`src/rtl/fbc_seq_pkg.sv`:
```
// Shared encodings and constants for the FBC loop sequencer.
// State and mode values are visible on state_o / mode_o, so they must stay fixed.
package fbc_seq_pkg;

  typedef enum logic [2:0] {
    ST_IDLE       = 3'd0,
    ST_WAIT_UFEED = 3'd1,
    ST_WAIT_PID   = 3'd2,
    ST_DAC_WR     = 3'd3
  } state_e;

  typedef enum logic [1:0] {
    MODE_OFF    = 2'd0,
    MODE_BIAS   = 2'd1,
    MODE_CALI   = 2'd2,
    MODE_CLOSED = 2'd3
  } mode_e;

  localparam int unsigned MIN_PERIOD_DEF = 63;
  localparam logic [15:0] CNT_SAT        = 16'hFFFF;

  function automatic logic [15:0] sat_inc(input logic [15:0] v);
    return (v == CNT_SAT) ? v : v + 16'd1;
  endfunction

endpackage

```
`src/rtl/fbc_period_tick.sv`:
```
// Free-running period counter; emits a registered one-cycle tick each period.
// Periods shorter than MIN_PERIOD are clamped so the loop cannot be overdriven.
module fbc_period_tick
  import fbc_seq_pkg::*;
#(
  parameter int unsigned MIN_PERIOD = MIN_PERIOD_DEF
) (
  input  logic        clk_i,
  input  logic        rst_i,
  input  logic [31:0] period_i,
  output logic        tick_o
);

  localparam logic [31:0] MIN_P = 32'(MIN_PERIOD);

  logic [31:0] cnt_q, cnt_d, limit;
  logic        tick_q, tick_d;

  // period_i is read live, so a new value applies at the next compare
  always_comb begin
    limit  = (period_i < MIN_P) ? MIN_P : period_i;
    tick_d = (cnt_q >= limit);
    cnt_d  = tick_d ? '0 : cnt_q + 32'd1;
  end

  always_ff @(posedge clk_i) begin
    if (rst_i) begin
      cnt_q  <= '0;
      tick_q <= 1'b0;
    end else begin
      cnt_q  <= cnt_d;
      tick_q <= tick_d;
    end
  end

  assign tick_o = tick_q;

endmodule

```
`src/rtl/fbc_loop_sequencer.sv`:
```
// One FBC control iteration per tick: Ufeed read, PID start/capture, DAC write.
// Chooses calibration, bias or PID data each period and keeps timeout/overrun stats.
module fbc_loop_sequencer
  import fbc_seq_pkg::*;
#(
  parameter int unsigned TIMEOUT_CYC = 64,
  parameter int unsigned SETTLE_TRIG = 16,
  parameter int unsigned MIN_PERIOD  = MIN_PERIOD_DEF
) (
  input  logic        clk_i,
  input  logic        rst_i,
  input  logic        loop_en_i,
  input  logic        cali_en_i,
  input  logic [31:0] period_i,
  input  logic [15:0] bias_voltage_i,
  input  logic [15:0] cali_uop_i,
  output logic        ufeed_rd_o,
  input  logic        ufeed_vld_i,
  output logic        pid_start_o,
  input  logic        pid_done_i,
  input  logic [15:0] pid_data_i,
  output logic        dac_wr_o,
  output logic [15:0] dac_data_o,
  input  logic        dac_ready_i,
  output logic [2:0]  state_o,
  output logic [1:0]  mode_o,
  output logic [15:0] timeout_cnt_o,
  output logic [15:0] overrun_cnt_o
);

  localparam int unsigned SW = $clog2(SETTLE_TRIG + 1);
  localparam int unsigned WW = $clog2(TIMEOUT_CYC + 1);
  localparam logic [SW-1:0] SETTLE_MAX = SW'(SETTLE_TRIG);
  localparam logic [WW-1:0] WAIT_LAST  = WW'(TIMEOUT_CYC - 1);

  logic          tick;
  state_e        state_q;
  mode_e         mode_d, mode_q;
  logic [SW-1:0] settle_q;
  logic [WW-1:0] wait_q;
  logic          ufeed_rd_q, pid_start_q, dac_wr_q;
  logic [15:0]   dac_data_q, timeout_q, overrun_q;

  fbc_period_tick #(.MIN_PERIOD(MIN_PERIOD)) u_tick (
    .clk_i    (clk_i),
    .rst_i    (rst_i),
    .period_i (period_i),
    .tick_o   (tick)
  );

  always_comb begin
    mode_d = MODE_OFF;
    if (cali_en_i)                            mode_d = MODE_CALI;
    else if (loop_en_i && settle_q < SETTLE_MAX) mode_d = MODE_BIAS;
    else if (loop_en_i)                       mode_d = MODE_CLOSED;
  end

  always_ff @(posedge clk_i) begin
    if (rst_i) begin
      state_q     <= ST_IDLE;
      mode_q      <= MODE_OFF;
      settle_q    <= '0;
      wait_q      <= '0;
      ufeed_rd_q  <= 1'b0;
      pid_start_q <= 1'b0;
      dac_wr_q    <= 1'b0;
      dac_data_q  <= '0;
      timeout_q   <= '0;
      overrun_q   <= '0;
    end else begin
      mode_q      <= mode_d;
      ufeed_rd_q  <= 1'b0;
      pid_start_q <= 1'b0;

      if (!loop_en_i || cali_en_i)
        settle_q <= '0;
      else if (tick && state_q == ST_IDLE && mode_d == MODE_BIAS)
        settle_q <= settle_q + 1'b1;

      // iterations are never queued: a busy tick is just counted
      if (tick && state_q != ST_IDLE)
        overrun_q <= sat_inc(overrun_q);

      case (state_q)
        ST_IDLE: begin
          if (tick) begin
            case (mode_d)
              MODE_CALI, MODE_BIAS: begin
                state_q    <= ST_DAC_WR;
                dac_wr_q   <= 1'b1;
                dac_data_q <= (mode_d == MODE_CALI) ? cali_uop_i : bias_voltage_i;
              end
              MODE_CLOSED: begin
                state_q    <= ST_WAIT_UFEED;
                ufeed_rd_q <= 1'b1;
                wait_q     <= '0;
              end
              default: ;
            endcase
          end
        end
        ST_WAIT_UFEED: begin
          wait_q <= wait_q + 1'b1;
          if (mode_d != MODE_CLOSED) begin
            state_q <= ST_IDLE;
          end else if (ufeed_vld_i) begin
            state_q     <= ST_WAIT_PID;
            pid_start_q <= 1'b1;
            wait_q      <= '0;
          end else if (wait_q == WAIT_LAST) begin
            state_q   <= ST_IDLE;
            timeout_q <= sat_inc(timeout_q);
          end
        end
        ST_WAIT_PID: begin
          wait_q <= wait_q + 1'b1;
          if (mode_d != MODE_CLOSED) begin
            state_q <= ST_IDLE;
          end else if (pid_done_i) begin
            state_q    <= ST_DAC_WR;
            dac_wr_q   <= 1'b1;
            dac_data_q <= pid_data_i;
          end else if (wait_q == WAIT_LAST) begin
            state_q   <= ST_IDLE;
            timeout_q <= sat_inc(timeout_q);
          end
        end
        ST_DAC_WR: begin
          if (dac_ready_i) begin
            state_q  <= ST_IDLE;
            dac_wr_q <= 1'b0;
          end
        end
        default: state_q <= ST_IDLE;
      endcase
    end
  end

  assign ufeed_rd_o    = ufeed_rd_q;
  assign pid_start_o   = pid_start_q;
  assign dac_wr_o      = dac_wr_q;
  assign dac_data_o    = dac_data_q;
  assign state_o       = state_q;
  assign mode_o        = mode_q;
  assign timeout_cnt_o = timeout_q;
  assign overrun_cnt_o = overrun_q;

endmodule

```
`config.mk`:
```
export PLATFORM = sky130hd
export DESIGN_NAME = fbc_loop_sequencer
export DESIGN_NICKNAME = d
export VERILOG_FILES = /design/src/rtl/fbc_seq_pkg.sv /design/src/rtl/fbc_period_tick.sv /design/src/rtl/fbc_loop_sequencer.sv
export SDC_FILE = /design/constraint.sdc
export NUM_CORES = 1
export LEC_CHECK = 0
export CAP_MARGIN = 20
export CORE_MARGIN = 2
export CORE_UTILIZATION = 40
export CTS_CLUSTER_DIAMETER = 200
export DETAILED_ROUTE_END_ITERATION = 7
export DONT_BUFFER_PORTS = 1
export RECOVER_POWER = 25
export SLEW_MARGIN = 40
export SYNTH_ARGS = -nofsm -noshare
export SYNTH_HDL_FRONTEND = slang
export SYNTH_SLANG_ARGS = --single-unit
```
`constraint.sdc`:
```
create_clock -name clk_i -period 4.1 [get_ports clk_i]
set_input_delay 0.41 -clock clk_i [delete_from_list [all_inputs] [get_ports clk_i]]
set_output_delay 0.41 -clock clk_i [all_outputs]
set_load 0.01 [all_outputs]
```
==> results.py, run 1 <==
metrics = {
    "critical_path": {
        "cp_max_fo": 33,
        "startpoint_type": "input port",
        "slowest_delay_ns": 0.43,
        "crit_type": "input port to flop",
        "crit_top_cell": "buf_4",
        "cp.required_ns": 4.35,
        "endpoint_kind": "flop",
        "critPathArrivalTime_ns": 3.38,
        "slowest_stage": "a2111oi_0",
        "critPathBufInv": 3,
        "crit_path_cell_trace": "nor4_1 -> nand4_1 -> a311oi_1 -> buf_4 -> nor2_1 -> ha_1 -> and3_1 -> a221o_1 -> a2111oi_0 -> buf_4 -> a211oi_4 -> buf_4 -> o21ba_2",
        "cp_top_family": "compound AO/OA/AOI/OAI gates",
    },
    "outcome": {
        "status": "complete, no violations",
    },
    "clock_tree": {
        "cts_resized": 0,
        "cts_buffers": 9,
        "clk_latency_ns": 0.35,
        "ctsHoldBuffers": 0,
        "cts_tree": "built",
        "clockBufferDepth": 2,
        "cts_setup_buffers": 0,
        "path_clk_slew_ns": 0.07,
        "cts_sinks": 101,
        "htree_levels": 3,
        "root_buffer": "clkbuf_16",
    },
    "drt": {
        "avgViaCountPerCell": 5.64,
        "vias": 4897,
        "drc": 0,
        "wl_met2_um": 6240,
        "top_layer_used": "met4",
        "met1_length_um": 5860,
        "first_pass_iters": 4,
        "wl_met3_um": 912,
        "routed_wl_um": 13200,
        "antenna_left": 0,
        "drt_iter0_markers": 330,
        "wl_per_cell_um": 15.2,
    },
    "finish": {
        "final_core_util": 0.449,
        "finalInstanceArea_um2": 6280,
        "fillers": 1382,
        "drive_above_1_share": 0.0522,
        "syn_to_final_growth_pct": 8.54,
        "diodes": 0,
        "fin_nets": 811,
    },
    "sta": {
        "hold_viol": 0,
        "final.setup.tns_ns": 0,
        "setup_viol": 0,
        "fin_ws_ns": 0.970,
        "hold-worst-slack_ns": 0.131,
        "period_needed_ns": 3.13,
        "slew_headroom": 0.441,
        "max_slew.worst_pin.slew_ns": 0.832,
        "fin_crit_sh": 0.763,
        "timing.fmax_mhz": 319,
        "finClkSkew_ns": 0.00897,
        "slew_violations": 0,
        "rsz0062_at_grt": "false",
    },
    "pwr": {
        "combPwrFrac": 0.040,
        "p_int_w": 0.00162,
        "p_clk_frac": 0.474,
        "p_seq_frac": 0.486,
        "p_sw_frac": 0.209,
        "p_switching_w": 0.000426,
        "max-vdd-ir-drop_mv": 0.239,
        "p_leak_nw": 2.31,
        "p_per_area_nw_per_um2": 325,
    },
    "floorplanning": {
        "num_io_pins": 143,
        "die-area_um2": 15500,
        "rows": 43,
        "die_w_um": 124,
        "dieHeight_um": 124,
        "start_util": 0.414,
        "core_um2": 14000,
    },
    "global_routing": {
        "grt_overflow_total": 0,
        "antenna_found_initial": 0,
        "grt_pass1_vias": 4763,
        "grt_usage": 0.171,
        "grt_max_degree": 61,
        "grt_pass1_wl_um": 22300,
    },
    "synth": {
        "synth_edf_count": 0,
        "syn-instance-count": 701,
        "async_flop_share": 0,
        "ys_seq_elements": 101,
        "yosysTopAreaCell": "dfxtp_1",
        "yosysSeqAreaShare": 0.349,
        "synth.most_common_cell": "dfxtp_1",
        "ys_top_cells_by_count": "dfxtp_1, nand2_1, a21oi_1, nor2_1, nor3_1",
        "synth.area.top_cells": "dfxtp_1, ha_1, nand2_1",
        "synth_area_um2": 5790,
        "yosys_warnings": 0,
        "syn_avg_cell_area_um2": 8.26,
        "synthFlopType": "dfxtp_1",
        "syn_nets": 828,
        "synthDistinctLibCells": 61,
        "yosysTopAreaCellShare": 0.349,
    },
    "min_path": {
        "min_path_type": "input port to flop",
    },
    "place": {
        "gp_congestion": 0.810,
        "placed_area_um2": 5930,
        "pre_cts_ws_ns": 0.585,
        "portBuffers": 0,
        "hpwlAfterDp_um": 9990,
    },
    "job": {
        "drv_cap": 0,
    },
}
## path summary, 6_finish.rpt
path	startpoint	end	slack, ns	cells past startpoint
hold / removal	rst_i	timeout_cnt_o[5]$_SDFFE_PP0P_	0.13	1
setup reg to reg	state_o[1]$_SDFFE_PP0P_	timeout_cnt_o[12]$_SDFFE_PP0P_	1.45	5
setup / recovery	period_i[30]	u_tick.tick_o$_SDFF_PP0_	0.97	13
hold reg to reg	dac_data_o[2]$_SDFFE_PP0P_	dac_data_o[2]$_SDFFE_PP0P_	0.51	2
## per-layer routing
layer / vias up / GRT usage
li1: 2497 / -
met1: 2245 / 0.208
met2: 139 / 0.293
met3: 16 / 0.0550
met4: 0 / 0.0456
met5: - / 0
## sequential cells by signal, summed over array words and instances (netlist names)
name	count
dac_wr_o	1
settle_q	5
mode_o	2
wait_q	7
timeout_cnt_o	16
overrun_cnt_o	16
u_tick.tick_o	1
u_tick.cnt_q	32
pid_start_o	1
state_o	3
dac_data_o	16
ufeed_rd_o	1
## power by group through the flow
stage	logic [W]	registers (W)	clock network, W
final	0.0000808	0.000993	0.000970
after global routing	0.0000942	0.000994	0.00105
after CTS	0.0000812	0.000993	0.00100
after detailed placement	0.0000808	0.00102	0
after global placement	0.0000764	0.00102	0
after floorplan	0.0000736	0.00101	0
## metrics by stage
stage	std cells	total power [W]
finish	869	0.00204
global route	869	0.00213
CTS	869	0.00207
detailed placement	853	0.00110
global placement	853	0.00109
floorplan	701	0.00109
## logic make-up after synthesis
| logic type | count (synthesis) | share of synthesized area |
|---|---|---|
| fa+ha+maj | 40 | 0.0864 |
| compound gates | 125 | 0.145 |
| flops | 101 | 0.349 |
| buf+inv | 73 | 0.0490 |
| other cells | 1 | 0.000648 |
| mux | 22 | 0.0387 |
| simple gates | 289 | 0.255 |
| xor+xnor | 50 | 0.0756 |
## final cells by class
type                       instances  area (um^2)  area share
clock inverter                     6          111      0.0177
inverter                          41          154      0.0245
clock buffer                      10          229      0.0364
multi-input combinational        527         3510       0.559
timing repair buffer               4         30.0     0.00478
tap                              180          225      0.0358
sequential                       101         2020       0.322
## cell usage in the layout (no fill, tap or decap), types with 3 or more instances in the layout
cell / instances
mux2i_1: 19
a211oi_1: 4
nand3b_1: 3
ha_1: 39
or4_1: 8
inv_1: 40
o211ai_1: 17
or3_1: 10
nand4_1: 23
a2111oi_0: 3
buf_4: 4
clkbuf_16: 9
a21oi_1: 50
nor2_1: 49
bufinv_16: 3
o21ai_0: 12
nand3_1: 23
nand2b_1: 5
mux2_1: 3
a21o_1: 4
nor4_1: 16
o31ai_1: 9
nor3_1: 43
xor2_1: 18
nor2b_1: 5
o21a_1: 3
nand2_1: 75
xnor2_1: 32
and4_1: 7
and3_1: 10
dfxtp_1: 101
(Power assumes the default switching activity.)
==> run 2, diff against run 1 <==
clock period = 3.25 ns   (was 4.1 ns; I/O delays follow)
==> run 2 against run 1 <==
Effect of this change:
- first-iteration DRC count is 5.2% lower
- sequential power increased by 26%
- worst hold slack lost 0.096 ns
- critical path depth fell by 1
- worst setup slack worse by 0.56 ns
- highest routed layer unchanged
- non-clock buffer count increased by 5
- core utilization down 0.14 points
- routed wire length increased by 0.95%
- combinational power grew 30%
- sequential cell count is the same
==> results.py, run 2 (synthesized netlist as in run 1, its figures left out) <==
metrics = {
    "outcome": {
        "status": "complete, no violations",
    },
    "clock_tree": {
        "cts_tree": "built",
        "ctsHoldBuffers": 0,
        "htree_levels": 3,
        "cts_sinks": 101,
        "root_buffer": "clkbuf_16",
        "cts_buffers": 9,
        "cts_resized": 0,
        "cts_setup_buffers": 0,
        "clk_latency_ns": 0.35,
        "path_clk_slew_ns": 0.07,
        "clockBufferDepth": 2,
    },
    "critical_path": {
        "crit_path_cell_trace": "nor4_1 -> nand4_1 -> a311oi_1 -> nor2_1 -> ha_1 -> and3_1 -> a221o_1 -> a2111oi_0 -> buf_4 -> a211oi_4 -> buf_12 -> nor3_1",
        "critPathBufInv": 2,
        "cp-startpoint": "period_i[30]",
        "endpoint_kind": "flop",
        "cp_top_family": "compound AO/OA/AOI/OAI gates",
        "slowest_stage": "a2111oi_0",
        "startpoint_type": "input port",
        "reg2reg_from": "u_tick.cnt_q[30]$_SDFF_PP0_",
        "crit_type": "input port to flop",
        "critPathArrivalTime_ns": 3.10,
        "cp.required_ns": 3.51,
        "cp_max_fo": 13,
        "slowest_delay_ns": 0.39,
    },
    "floorplanning": {
        "rows": 43,
        "die_w_um": 124,
        "core_um2": 14000,
        "num_io_pins": 143,
        "dieHeight_um": 124,
        "start_util": 0.414,
        "die-area_um2": 15500,
    },
    "place": {
        "gp_congestion": 0.850,
        "hpwlAfterDp_um": 10100,
        "portBuffers": 0,
        "placed_area_um2": 5980,
    },
    "drt": {
        "wl_per_cell_um": 15.3,
        "antenna_left": 0,
        "routed_wl_um": 13300,
        "vias": 4893,
        "drc": 0,
        "avgViaCountPerCell": 5.60,
        "first_pass_iters": 5,
        "drt_iter0_markers": 313,
    },
    "sta": {
        "max_slew.worst_pin.slew_ns": 0.857,
        "fin_crit_sh": 0.873,
        "slew_headroom": 0.424,
        "final.setup.tns_ns": 0,
        "period_needed_ns": 2.84,
        "timing.fmax_mhz": 352,
        "rsz0062_at_grt": "false",
        "setup_viol": 0,
        "finClkSkew_ns": 0.00765,
        "hold_viol": 0,
        "slew_violations": 0,
    },
    "global_routing": {
        "grt_pass1_vias": 4689,
        "antenna_found_initial": 0,
        "grt_usage": 0.171,
        "grt_max_degree": 61,
        "grt_overflow_total": 0,
        "grt_pass1_wl_um": 22100,
    },
    "job": {
        "drv_cap": 0,
    },
    "finish": {
        "final_core_util": 0.448,
        "multi_input_area_um2": 3510,
        "seqCellArea_um2": 2020,
        "regMostFlops": "u_tick.cnt_q",
        "final_common_cell": "dfxtp_1",
        "mostFrequentLayoutCells": "dfxtp_1, nand2_1, a21oi_1",
        "drive_above_1_share": 0.0591,
        "largest_reg_flops": 32,
        "finalInstanceArea_um2": 6260,
        "fillers": 1365,
        "diodes": 0,
        "fin_nets": 816,
        "syn_to_final_growth_pct": 8.19,
    },
    "min_path": {
        "min_path_type": "input port to flop",
        "min-delay-start": "rst_i",
    },
    "pwr": {
        "p_sw_frac": 0.232,
        "p_int_w": 0.00181,
        "max-vdd-ir-drop_mv": 0.300,
        "p_leak_nw": 2.30,
        "p_per_area_nw_per_um2": 376,
        "combPwrFrac": 0.045,
        "p_clk_frac": 0.425,
        "p_seq_frac": 0.530,
        "p_switching_w": 0.000547,
    },
}
==> run 2: cell types whose count changed in the layout (fill, tap and decap cells not counted) <==
cell        previous run  this run
o2111ai_1              0         1
clkinv_4               1         2
clkinvlp_4             1         2
inv_6                  0         1
buf_4                  4         8
bufinv_16              3         0
clkbuf_1               1         0
o2111ai_2              1         0
buf_12                 0         1
clkinv_2               1         2
==> run 2: cell type report <==
cell class	count	share of cell area
tap	180	0.0359
timing repair buffer	9	0.0128
sequential	101	0.323
multi-input combinational	527	0.560
inverter	41	0.0246
clock buffer	9	0.0359
clock inverter	7	0.00819
==> run 2: path summary, 6_finish.rpt <==
kind              depth (start not counted)  slack [ns]                             to
hold / removal                            1        0.03  timeout_cnt_o[4]$_SDFFE_PP0P_
setup / recovery                         12        0.41    u_tick.cnt_q[18]$_SDFF_PP0_
hold reg to reg                           2        0.50         wait_q[5]$_SDFFE_PP0P_
setup reg to reg                          7        0.49    u_tick.cnt_q[23]$_SDFF_PP0_
==> run 2: metrics by stage <==
step / std cells / hold WS, ns / setup WS (ns) / total power (W)
global placement: 858 / 0.400 / 0.100 / 0.00138
global route: 874 / 0.0128 / 0.0142 / 0.00246
floorplan: 701 / 0.467 / 0.268 / 0.00137
detailed placement: 858 / 0.402 / 0.000175 / 0.00138
CTS: 874 / 0.0174 / 0.344 / 0.00239
finish: 874 / 0.0349 / 0.412 / 0.00236
==> run 2: routing by layer <==
layer	share of wire	vias to the layer above	GRT usage
li1	-	2490	-
met1	0.45	2232	0.211
met2	0.46	156	0.284
met3	0.074	15	0.0541
met4	0.017	0	0.0562
met5	0	-	0
==> run 2: power groups by stage <==
stage          sequential, W  clock, W  combinational (W)
3_5_place_dp         0.00128         0           0.000105
2_1_floorplan        0.00128         0          0.0000928
5_1_grt              0.00125   0.00109           0.000121
3_3_place_gp         0.00128         0           0.000101
6_report             0.00125   0.00100           0.000105
4_1_cts              0.00125   0.00104           0.000106
==> run 3, diff against run 2 <==
CELL_PAD_IN_SITES_DETAIL_PLACEMENT = 1   (was not set)
CELL_PAD_IN_SITES_GLOBAL_PLACEMENT = 1   (was not set)
PLACE_DENSITY_LB_ADDON = 0.1   (was not set)
clock period = 3.1 ns   (was 3.25 ns; I/O delays follow)
==> run 3 against run 2 <==
Effect of this change:
- clock-buffer cell count rose by 5
- sequential share of layout area decreased by 0.71 points
- die area stayed put
- via count grew 3.5%
- global-route usage rose by 2.8 points
- sequential power rose by 5%
- routed wire length rose by 15%
- worst setup slack worse by 0.30 ns
- clock skew shrank 0.0019 ns
- cell count grew 1.4%
- first-iteration DRC count fell by 31%
- combinational power is 9.5% higher
- critical endpoint is now u_tick.cnt_q[31]$_SDFF_PP0_
==> results.py, run 3 (synthesized netlist as in run 1, its figures left out) <==
metrics = {
    "finish": {
        "drive_above_1_share": 0.0737,
        "mostFrequentLayoutCells": "dfxtp_1, nand2_1, a21oi_1",
        "largest_reg_flops": 32,
        "final_common_cell": "dfxtp_1",
        "fin_nets": 829,
        "syn_to_final_growth_pct": 10.6,
        "regMostFlops": "u_tick.cnt_q",
        "diodes": 0,
    },
    "critical_path": {
        "endpoint_kind": "flop",
        "slowest_stage": "a2111oi_0",
        "crit_type": "input port to flop",
        "cp_top_family": "compound AO/OA/AOI/OAI gates",
        "slowest_delay_ns": 0.41,
        "crit_top_cell": "buf_4",
        "r2r-end": "timeout_cnt_o[13]$_SDFFE_PP0P_",
        "reg2reg_from": "settle_q[4]$_SDFFE_PP0P_",
        "critPathArrivalTime_ns": 3.23,
        "cp_max_fo": 15,
        "reg2reg_depth": 8,
        "cp.required_ns": 3.34,
        "startpoint_type": "input port",
        "crit_path_cell_trace": "nor4_2 -> buf_4 -> nand4_1 -> a311oi_2 -> nor2_1 -> ha_1 -> and3_1 -> a221o_1 -> a2111oi_0 -> buf_4 -> a211oi_4 -> buf_12 -> buf_4 -> a211oi_1",
        "crit_cells": 14,
        "r2r_setup_slack_ns": 0.54,
        "critPathBufInv": 4,
    },
    "place": {
        "gp_congestion": 0.787,
        "hpwlAfterDp_um": 11700,
        "portBuffers": 0,
    },
    "job": {
        "drv_cap": 0,
    },
    "sta": {
        "slew_headroom": 0.474,
        "timing.fmax_mhz": 335,
        "finClkSkew_ns": 0.00575,
        "period_needed_ns": 2.98,
        "fin_crit_sh": 0.963,
        "rsz0062_at_grt": "false",
        "slew_violations": 0,
        "hold_viol": 0,
        "hold-worst-slack_ns": 0.0326,
        "max_slew.worst_pin.slew_ns": 0.785,
        "final.setup.tns_ns": 0,
        "setup_viol": 0,
    },
    "global_routing": {
        "grt_max_degree": 61,
        "grt_pass1_vias": 5265,
        "grt_overflow_total": 0,
        "grt_pass1_wl_um": 25900,
        "antenna_found_initial": 0,
        "grt_usage": 0.199,
    },
    "min_path": {
        "min-delay-start": "rst_i",
        "hold_path_depth": 1,
        "whs_endpoint": "timeout_cnt_o[8]$_SDFFE_PP0P_",
        "min_path_type": "input port to flop",
    },
    "floorplanning": {
        "start_util": 0.414,
        "rows": 43,
        "die-area_um2": 15500,
        "core_um2": 14000,
        "die_w_um": 124,
        "dieHeight_um": 124,
        "num_io_pins": 143,
    },
    "pwr": {
        "p_switching_w": 0.000546,
        "p_clk_frac": 0.444,
        "totalPowerFinal_w": 0.00257,
        "p_seq_frac": 0.511,
        "p_leak_nw": 2.39,
        "p_per_area_nw_per_um2": 401,
        "combPwrFrac": 0.045,
        "p_sw_frac": 0.213,
        "max-vdd-ir-drop_mv": 0.244,
        "p_int_w": 0.00202,
    },
    "drt": {
        "antenna_left": 0,
        "avgViaCountPerCell": 5.72,
        "vias": 5066,
        "wl_per_cell_um": 17.3,
        "drc": 0,
        "first_pass_iters": 4,
        "drt_iter0_markers": 216,
        "routed_wl_um": 15300,
    },
    "clock_tree": {
        "clockBufferDepth": 2,
        "cts_buffers": 9,
        "ctsHoldBuffers": 0,
        "clk_latency_ns": 0.34,
        "path_clk_slew_ns": 0.06,
        "cts_sinks": 101,
        "cts_tree": "built",
        "root_buffer": "clkbuf_16",
        "htree_levels": 3,
    },
    "outcome": {
        "status": "complete, no violations",
    },
}
[run 3: cell count changes in the layout (fill, tap and decap cells not counted), moves of 2 or more]
cell,change
clkinv_4,-2
buf_4,+12
clkbuf_8,+2
clkinvlp_4,-2
clkinv_2,-2
clkbuf_1,+3
[run 3: how the worst max path moves through the flow]
stage                       startpoint                           to
after floorplan           period_i[16]  u_tick.cnt_q[24]$_SDFF_PP0_
after global placement    period_i[30]  u_tick.cnt_q[29]$_SDFF_PP0_
after detailed placement  period_i[30]   u_tick.cnt_q[4]$_SDFF_PP0_
after CTS                 period_i[30]  u_tick.cnt_q[31]$_SDFF_PP0_
after global routing      period_i[30]   u_tick.cnt_q[7]$_SDFF_PP0_
final                     period_i[30]  u_tick.cnt_q[31]$_SDFF_PP0_
[run 3: final cells by class]
class	count	area [um^2]
Fill cell	1678	7580
Multi-Input combinational cell	527	3520
Sequential cell	101	2020
Clock buffer	14	264
Tap cell	180	225
Timing Repair Buffer	22	190
Inverter	41	154
Clock inverter	1	30.0
[run 3: layer usage]
metal  global-route usage  vias to the layer above  wire, um
li1                     -                     2526         -
met1                0.251                     2420      6990
met2                0.341                      109      7360
met3               0.0554                       11       837
met4               0.0397                        0       135
met5                    0                        -         0
[run 3: worst reg2reg max path, stage by stage, from the launching register on]
cell	delay [ns]
dfxtp_1	0.35
a21oi_1	0.11
inv_1	0.10
ha_1	0.39
nand2b_1	0.14
nor4_2	0.32
o211ai_2	0.37
or4_1	0.57
a21oi_1	0.14
[run 3: repair_timing]
| action | CTS | global route |
|---|---|---|
| setup buffers | 2 | 0 |
| endpoints found under the setup margin | 17 | 15 |
| gates resized for setup | 1 | 1 |
| hold endpoints to repair | 0 | 0 |
| gates cloned | 0 | 0 |
| pin swaps | 1 | 0 |
[run 3: stage by stage]
stage               area (um^2)  setup WS (ns)  cells   util
detailed placement         6070         -0.347    869  0.434
floorplan                  5790          0.133    701      -
global placement           6060         -0.194    869  0.433
CTS                        6400         0.0519    886  0.457
global route               6400         0.0129    886  0.458
finish                     6400          0.115    886  0.458
[run 3: power by group through the flow]
| stage | sequential [W] | clock [W] | combinational (W) |
|---|---|---|---|
| after floorplan | 0.00134 | 0 | 0.0000973 |
| after global placement | 0.00134 | 0 | 0.000111 |
| after detailed placement | 0.00134 | 0 | 0.000116 |
| after CTS | 0.00131 | 0.00117 | 0.000117 |
| after global routing | 0.00131 | 0.00123 | 0.000134 |
| final | 0.00131 | 0.00114 | 0.000115 |
